[src/rtl/reg_bus_reader_if.sv]
// Bundle of request, select/bus and response signals between reg_bus_reader and its users.
// req and rsp are valid/ready channels: a word moves on a Tick edge where valid & ready, and valid holds its payload until then.
interface reg_bus_reader_if #(
    parameter int NrOfBits   = 32,
    parameter int NrOfSlaves = 4,
    parameter int AddrBits   = 2
);
    logic                  req_valid;
    logic                  req_ready;
    logic [AddrBits-1:0]   req_addr;
    logic [NrOfSlaves-1:0] cs_n;
    logic [NrOfBits-1:0]   bus_in;
    logic                  rsp_valid;
    logic                  rsp_ready;
    logic [NrOfBits-1:0]   rsp_data;
    logic                  rsp_err;

    modport master (
        input  req_valid, req_addr, bus_in, rsp_ready,
        output req_ready, cs_n, rsp_valid, rsp_data, rsp_err
    );

    modport slave (
        output req_valid, req_addr, bus_in, rsp_ready,
        input  req_ready, cs_n, rsp_valid, rsp_data, rsp_err
    );
endinterface

[src/rtl/reg_bus_reader.sv]
// Read master for the shared tri-state register bus: selects one slave, lets the bus
// settle for TurnCycles, samples it and returns the word on a valid/ready response.
module reg_bus_reader #(
    parameter int NrOfBits   = 32,
    parameter int NrOfSlaves = 4,
    parameter int AddrBits   = 2,
    parameter int TurnCycles = 1
) (
    input  logic                 Clock,
    input  logic                 Reset,
    input  logic                 Tick,
    reg_bus_reader_if.master     bus,
    output logic [1:0]           state_dbg
);
    typedef enum logic [1:0] {IDLE, SELECT, SAMPLE, RESP} state_t;

    state_t                state_q, state_d;
    logic [3:0]            cnt_q, cnt_d;
    logic [NrOfSlaves-1:0] cs_n_q, cs_n_d;
    logic                  rsp_valid_q, rsp_valid_d;
    logic [NrOfBits-1:0]   rsp_data_q, rsp_data_d;
    logic                  rsp_err_q, rsp_err_d;
    logic [NrOfSlaves-1:0] sel_mask;
    logic                  addr_ok;

    assign addr_ok = int'(bus.req_addr) < NrOfSlaves;

    always_comb begin
        sel_mask = '1;
        for (int i = 0; i < NrOfSlaves; i++) begin
            sel_mask[i] = (int'(bus.req_addr) != i);
        end
    end

    always_comb begin
        state_d     = state_q;
        cnt_d       = cnt_q;
        cs_n_d      = cs_n_q;
        rsp_valid_d = rsp_valid_q;
        rsp_data_d  = rsp_data_q;
        rsp_err_d   = rsp_err_q;
        case (state_q)
            IDLE: begin
                cs_n_d = '1;
                if (bus.req_valid) begin
                    if (addr_ok) begin
                        state_d = SELECT;
                        cs_n_d  = sel_mask;
                        cnt_d   = 4'(TurnCycles);
                    end else begin
                        // Out-of-range address: answer immediately, never touch the bus.
                        state_d     = RESP;
                        rsp_err_d   = 1'b1;
                        rsp_data_d  = '0;
                        rsp_valid_d = 1'b1;
                    end
                end
            end
            SELECT: begin
                if (cnt_q != 4'd0) cnt_d = cnt_q - 4'd1;
                else               state_d = SAMPLE;
            end
            SAMPLE: begin
                rsp_data_d  = bus.bus_in;
                rsp_err_d   = 1'b0;
                rsp_valid_d = 1'b1;
                cs_n_d      = '1;
                state_d     = RESP;
            end
            RESP: begin
                cs_n_d = '1;
                if (rsp_valid_q && bus.rsp_ready) begin
                    rsp_valid_d = 1'b0;
                    state_d     = IDLE;
                end
            end
            default: state_d = IDLE;
        endcase
    end

    // Reset releases the bus immediately; Tick gates every register update.
    always_ff @(posedge Clock or posedge Reset) begin
        if (Reset) begin
            state_q     <= IDLE;
            cnt_q       <= 4'd0;
            cs_n_q      <= '1;
            rsp_valid_q <= 1'b0;
            rsp_data_q  <= '0;
            rsp_err_q   <= 1'b0;
        end else if (Tick) begin
            state_q     <= state_d;
            cnt_q       <= cnt_d;
            cs_n_q      <= cs_n_d;
            rsp_valid_q <= rsp_valid_d;
            rsp_data_q  <= rsp_data_d;
            rsp_err_q   <= rsp_err_d;
        end
    end

    assign bus.req_ready = (state_q == IDLE);
    assign bus.cs_n      = cs_n_q;
    assign bus.rsp_valid = rsp_valid_q;
    assign bus.rsp_data  = rsp_data_q;
    assign bus.rsp_err   = rsp_err_q;
    assign state_dbg     = state_q;
endmodule
[src/flat_wrapper.sv]
// flat-port wrapper written by rule: the top's interface ports become plain ports
module reg_bus_reader_flat 
#(
    parameter int NrOfBits   = 32,
    parameter int NrOfSlaves = 4,
    parameter int AddrBits   = 2,
    parameter int TurnCycles = 1
)
  (Clock, Reset, Tick, state_dbg, bus_req_valid, bus_req_addr, bus_bus_in, bus_rsp_ready, bus_req_ready, bus_cs_n, bus_rsp_valid, bus_rsp_data, bus_rsp_err);
  reg_bus_reader_if #(.NrOfBits(NrOfBits), .NrOfSlaves(NrOfSlaves), .AddrBits(AddrBits)) bus_i ();
  input  logic Clock;
  input  logic Reset;
  input  logic Tick;
  output logic [1:0] state_dbg;
  input wire logic [$bits(bus_i.req_valid)-1:0] bus_req_valid;
  input wire logic [$bits(bus_i.req_addr)-1:0] bus_req_addr;
  input wire logic [$bits(bus_i.bus_in)-1:0] bus_bus_in;
  input wire logic [$bits(bus_i.rsp_ready)-1:0] bus_rsp_ready;
  output wire logic [$bits(bus_i.req_ready)-1:0] bus_req_ready;
  output wire logic [$bits(bus_i.cs_n)-1:0] bus_cs_n;
  output wire logic [$bits(bus_i.rsp_valid)-1:0] bus_rsp_valid;
  output wire logic [$bits(bus_i.rsp_data)-1:0] bus_rsp_data;
  output wire logic [$bits(bus_i.rsp_err)-1:0] bus_rsp_err;
  assign bus_i.req_valid = bus_req_valid;
  assign bus_i.req_addr = bus_req_addr;
  assign bus_i.bus_in = bus_bus_in;
  assign bus_i.rsp_ready = bus_rsp_ready;
  assign bus_req_ready = bus_i.req_ready;
  assign bus_cs_n = bus_i.cs_n;
  assign bus_rsp_valid = bus_i.rsp_valid;
  assign bus_rsp_data = bus_i.rsp_data;
  assign bus_rsp_err = bus_i.rsp_err;
  reg_bus_reader #(.NrOfBits(NrOfBits), .NrOfSlaves(NrOfSlaves), .AddrBits(AddrBits), .TurnCycles(TurnCycles)) u_core (.Clock(Clock), .Reset(Reset), .Tick(Tick), .bus(bus_i), .state_dbg(state_dbg));
endmodule
[config.mk]
export PLATFORM = sky130hd
export DESIGN_NAME = reg_bus_reader_flat
export DESIGN_NICKNAME = d
export VERILOG_FILES = /design/src/rtl/reg_bus_reader_if.sv /design/src/rtl/reg_bus_reader.sv /design/src/flat_wrapper.sv
export SDC_FILE = /design/constraint.sdc
export NUM_CORES = 1
export LEC_CHECK = 0
export BUFFER_PORTS_ARGS = -buffer_cell sky130_fd_sc_hd__buf_2
export CAP_MARGIN = 20
export CORE_UTILIZATION = 35
export CTS_CLUSTER_DIAMETER = 100
export DETAILED_ROUTE_END_ITERATION = 6
export HOLD_SLACK_MARGIN = 0.06
export PLACE_DENSITY_LB_ADDON = 0.12
export RECOVER_POWER = 25
export SETUP_SLACK_MARGIN = 0.02
export SYNTH_ARGS = -nofsm -noshare
export SYNTH_HDL_FRONTEND = slang
export SYNTH_SLANG_ARGS = --single-unit
[constraint.sdc]
create_clock -name Clock -period 2.9 [get_ports Clock]
set_input_delay 0.145 -clock Clock [delete_from_list [all_inputs] [get_ports Clock]]
set_output_delay 0.145 -clock Clock [all_outputs]
set_load 0.03 [all_outputs]
==> metrics.csv <==
stage,metric,value,unit
outcome,status,finished clean,
pwr,VDD IR max,0.0005576,V
yosys,Synth area leaders,"dfrtp_1 52%, mux2_1 18%, dfstp_2 5.6%",
min_path,hold wc startpoint,bus_bus_in[8],
detailed_routing,WL met3,265,um
worst_setup_path,path type of the worst setup path,flip-flop to flip-flop,
timing,final period utilization,0.7022,
layout,Final Net Count,268,
worst_setup_path,Critical Path AT,2220,ps
yosys,"EDFF count, synth",0,
timing,skew final,5.564,ps
yosys,"Avg Cell Area, Syn",14.18,um^2
layout,"commonest cells after routing, fill and taps aside","47 x buf_2, 39 x dfrtp_1, 31 x clkbuf_1",
global_route,largest net degree at the start of global routing,33,
yosys,cells after synthesis,133,
detailed_routing,Routed wire per std cell,13.24,um
run,max-cap violations,0,
detailed_routing,DRT Pass-1 Iters,4,
pwr,static leakage,1.123,nW
detailed_routing,DRT Wirelength,3865,um
cts,clock sinks,43,
detailed_routing,vias per std cell,4.692,
layout,"most common cell after layout, fill and taps aside",buf_2,
pwr,Pwr per Cell Area,1165,nW/um^2
cts,CTS buffer count,5,
timing,Final min period,2036,ps
yosys,Post-Synthesis Cell Area,1886,um^2
floorplan,Die Height,75.40,um
min_path,Hold Crit Class,input port to flip-flop,
yosys,"Seq/Total Area, Yosys",0.5733,
detailed_routing,top layer in use,met4,
floorplan,num rows,26,
detailed_routing,Starting DRT DRC Count,62,
timing,Fin Setup TNS,0,ps
yosys,synth warn,0,
detailed_routing,Metal-1 WL,1608,um
cts,"Reg clk slew, reported paths",80,ps
layout,number of antenna diodes,0,
timing,final hold vios,0,
timing,max-slew violation count,0,
yosys,ys flop type,dfrtp_1,
yosys,Netlist cell types,34,
cts,CTS tree,built,
worst_setup_path,R2R Path Start,u_core.cnt_q[0],
placement,RD Place Congestion,0.7146,
timing,Slew headroom,0.4585,
cts,Root Buffer,clkbuf_8,
worst_setup_path,critical path's largest stage delay,430,ps
worst_setup_path,worst r2r path cells,5,
global_route,total grt overflow,0,
detailed_routing,met2 WL post-DR,1954,um
cts,clk buf depth,2,
timing,Final Setup Violations,0,
yosys,asr flop ratio synth,1.000,
worst_setup_path,CP endpoint kind,flip-flop,
worst_setup_path,crit start category,flip-flop,
placement,post-detail-place hpwl,2945,um
layout,share of cells above drive strength 1,0.3018,
global_route,vias in the first global route,1301,
min_path,Worst Hold Endpoint,u_core.bus.rsp_data[8],
detailed_routing,Via Count,1370,
yosys,Synth Register Bits,43,
worst_setup_path,end of the worst register-to-register path,u_core.state_dbg[1],
worst_setup_path,Bufs and invs on worst path,1,
floorplan,num ports,80,
worst_setup_path,crit-path leading delay family,compound AO/OA/AOI/OAI gates,
cts,"Clk Latency, worst-skew pair",290,ps
global_route,first-pass GRT wire length,5851,um
timing,fmax,491.1,MHz
floorplan,Initial Util,0.3668,
timing,RSZ-0062 raised after global routing,no,
placement,placed inst area,2352,um^2
floorplan,die area,5685,um^2
global_route,Total GRT Usage,0.1391,
worst_setup_path,slowest CP cell,a2111oi_4,
yosys,top-area cell type share of the netlist area,0.5176,
worst_setup_path,R2R Setup Slk,860,ps
worst_setup_path,CP Data Required Time,3080,ps
placement,PortBufs,78,
layout,final instance area,2471,um^2
layout,number of fill cells,517,
yosys,syn nets,179,
detailed_routing,DRC,0,
yosys,Synth area leader,dfrtp_1,
worst_setup_path,critical path peak fanout,4,
layout,area grow syn2layout,31.06,%
worst_setup_path,worst path cell trace,"inv_1, ha_1, or3b_4, a2111oi_4, mux2_4",
floorplan,core footprint,5140,um^2
min_path,hold path depth,2,
timing,worst-margin pin slew,811.3,ps
cts,count of cells resized by post-cts repair,0,
cts,htree depth,2,
floorplan,die width,75.40,um
global_route,initial antenna violation count,0,
detailed_routing,Routed Antenna Nets,0,
worst register-to-register path, stage by stage, from the launching register on:
cell and delay (ps):
dfrtp_1 420, inv_1 120, ha_1 220, or3b_4 420
a2111oi_4 430, mux2_4 340
where the power goes:
| part | internal [mW] | switching [mW] | total, mW |
|---|---|---|---|
| Combinational | 0.483 | 0.966 | 1.45 |
| Clock | 0.187 | 0.190 | 0.377 |
| Sequential | 0.890 | 0.163 | 1.05 |
| Total | 1.56 | 1.32 | 2.88 |
what timing repair did:
item	4_1_cts	5_1_grt
buffers inserted	0	0
setup endpoints to repair	0	0
hold buffers	7	0
hold endpoints to repair	22	0
state kept, by name, summed over array words and instances, names as in the netlist:
name,flops
u_core.bus.rsp_data,32
u_core.bus.rsp_valid,1
u_core.cnt_q,4
u_core.state_dbg,2
u_core.bus.cs_n,4
synthesized netlist by cell type (3+ instances only):
cell / number
dfrtp_1: 39
mux2_1: 30
inv_1: 8
ha_1: 7
dfstp_2: 4
nand2_1: 4
buf_2: 3
mux2_2: 3
nor2_1: 3
o2bb2ai_1: 3
area by class of cell:
cell class | count | area (um^2) | area share
flip-flops and latches | 43 | 1081 | 0.4375
multi-input cells | 77 | 748.2 | 0.3028
repair buffers | 87 | 436.7 | 0.1767
well taps | 70 | 87.58 | 0.03544
clock buffers | 6 | 82.58 | 0.03342
inverters | 8 | 30.03 | 0.01215
clock inverters | 1 | 5.005 | 0.002025
routing by layer:
layer  GRT usage  vias up
met5           0        -
met4     0.05556        0
met3     0.04630        4
met2      0.2381       44
met1      0.1610      674
li1            -      648
worst max path at each step:
stage,end,start,slack [ps],depth (start not counted)
final,u_core.state_dbg[1],u_core.cnt_q[0],860,5
after global routing,u_core.state_dbg[1],u_core.cnt_q[0],790,5
after CTS,u_core.state_dbg[1],u_core.cnt_q[0],860,5
after detailed placement,u_core.state_dbg[1],u_core.cnt_q[0],860,5
after global placement,u_core.state_dbg[1],u_core.cnt_q[0],960,5
after floorplan,u_core.state_dbg[1],u_core.state_dbg[0],850,5
cells by family after synthesis:
kind of cell,after synthesis,synth area share
AOI/OAI and AO/OA,15,0.07698
and+or+nand+nor,19,0.06105
other,1,0.001989
buffers and inverters,13,0.02986
DFF,43,0.5733
muxes,35,0.2103
adders and majority gates,7,0.04645
metrics by stage:
step                utilization  power, mW  std cells  hold slack (ps)  setup slack [ps]
global placement         0.4576      2.525        278            341.8             957.0
floorplan                     -      2.146        133            272.7             854.7
CTS                      0.4883      2.971        292            60.54             864.8
finish                   0.4808      2.879        292            67.14             863.6
detailed placement       0.4576      2.584        278            349.5             862.0
global route             0.4808      3.075        292            61.34             790.4
Power figures use the tool's default switching activity.
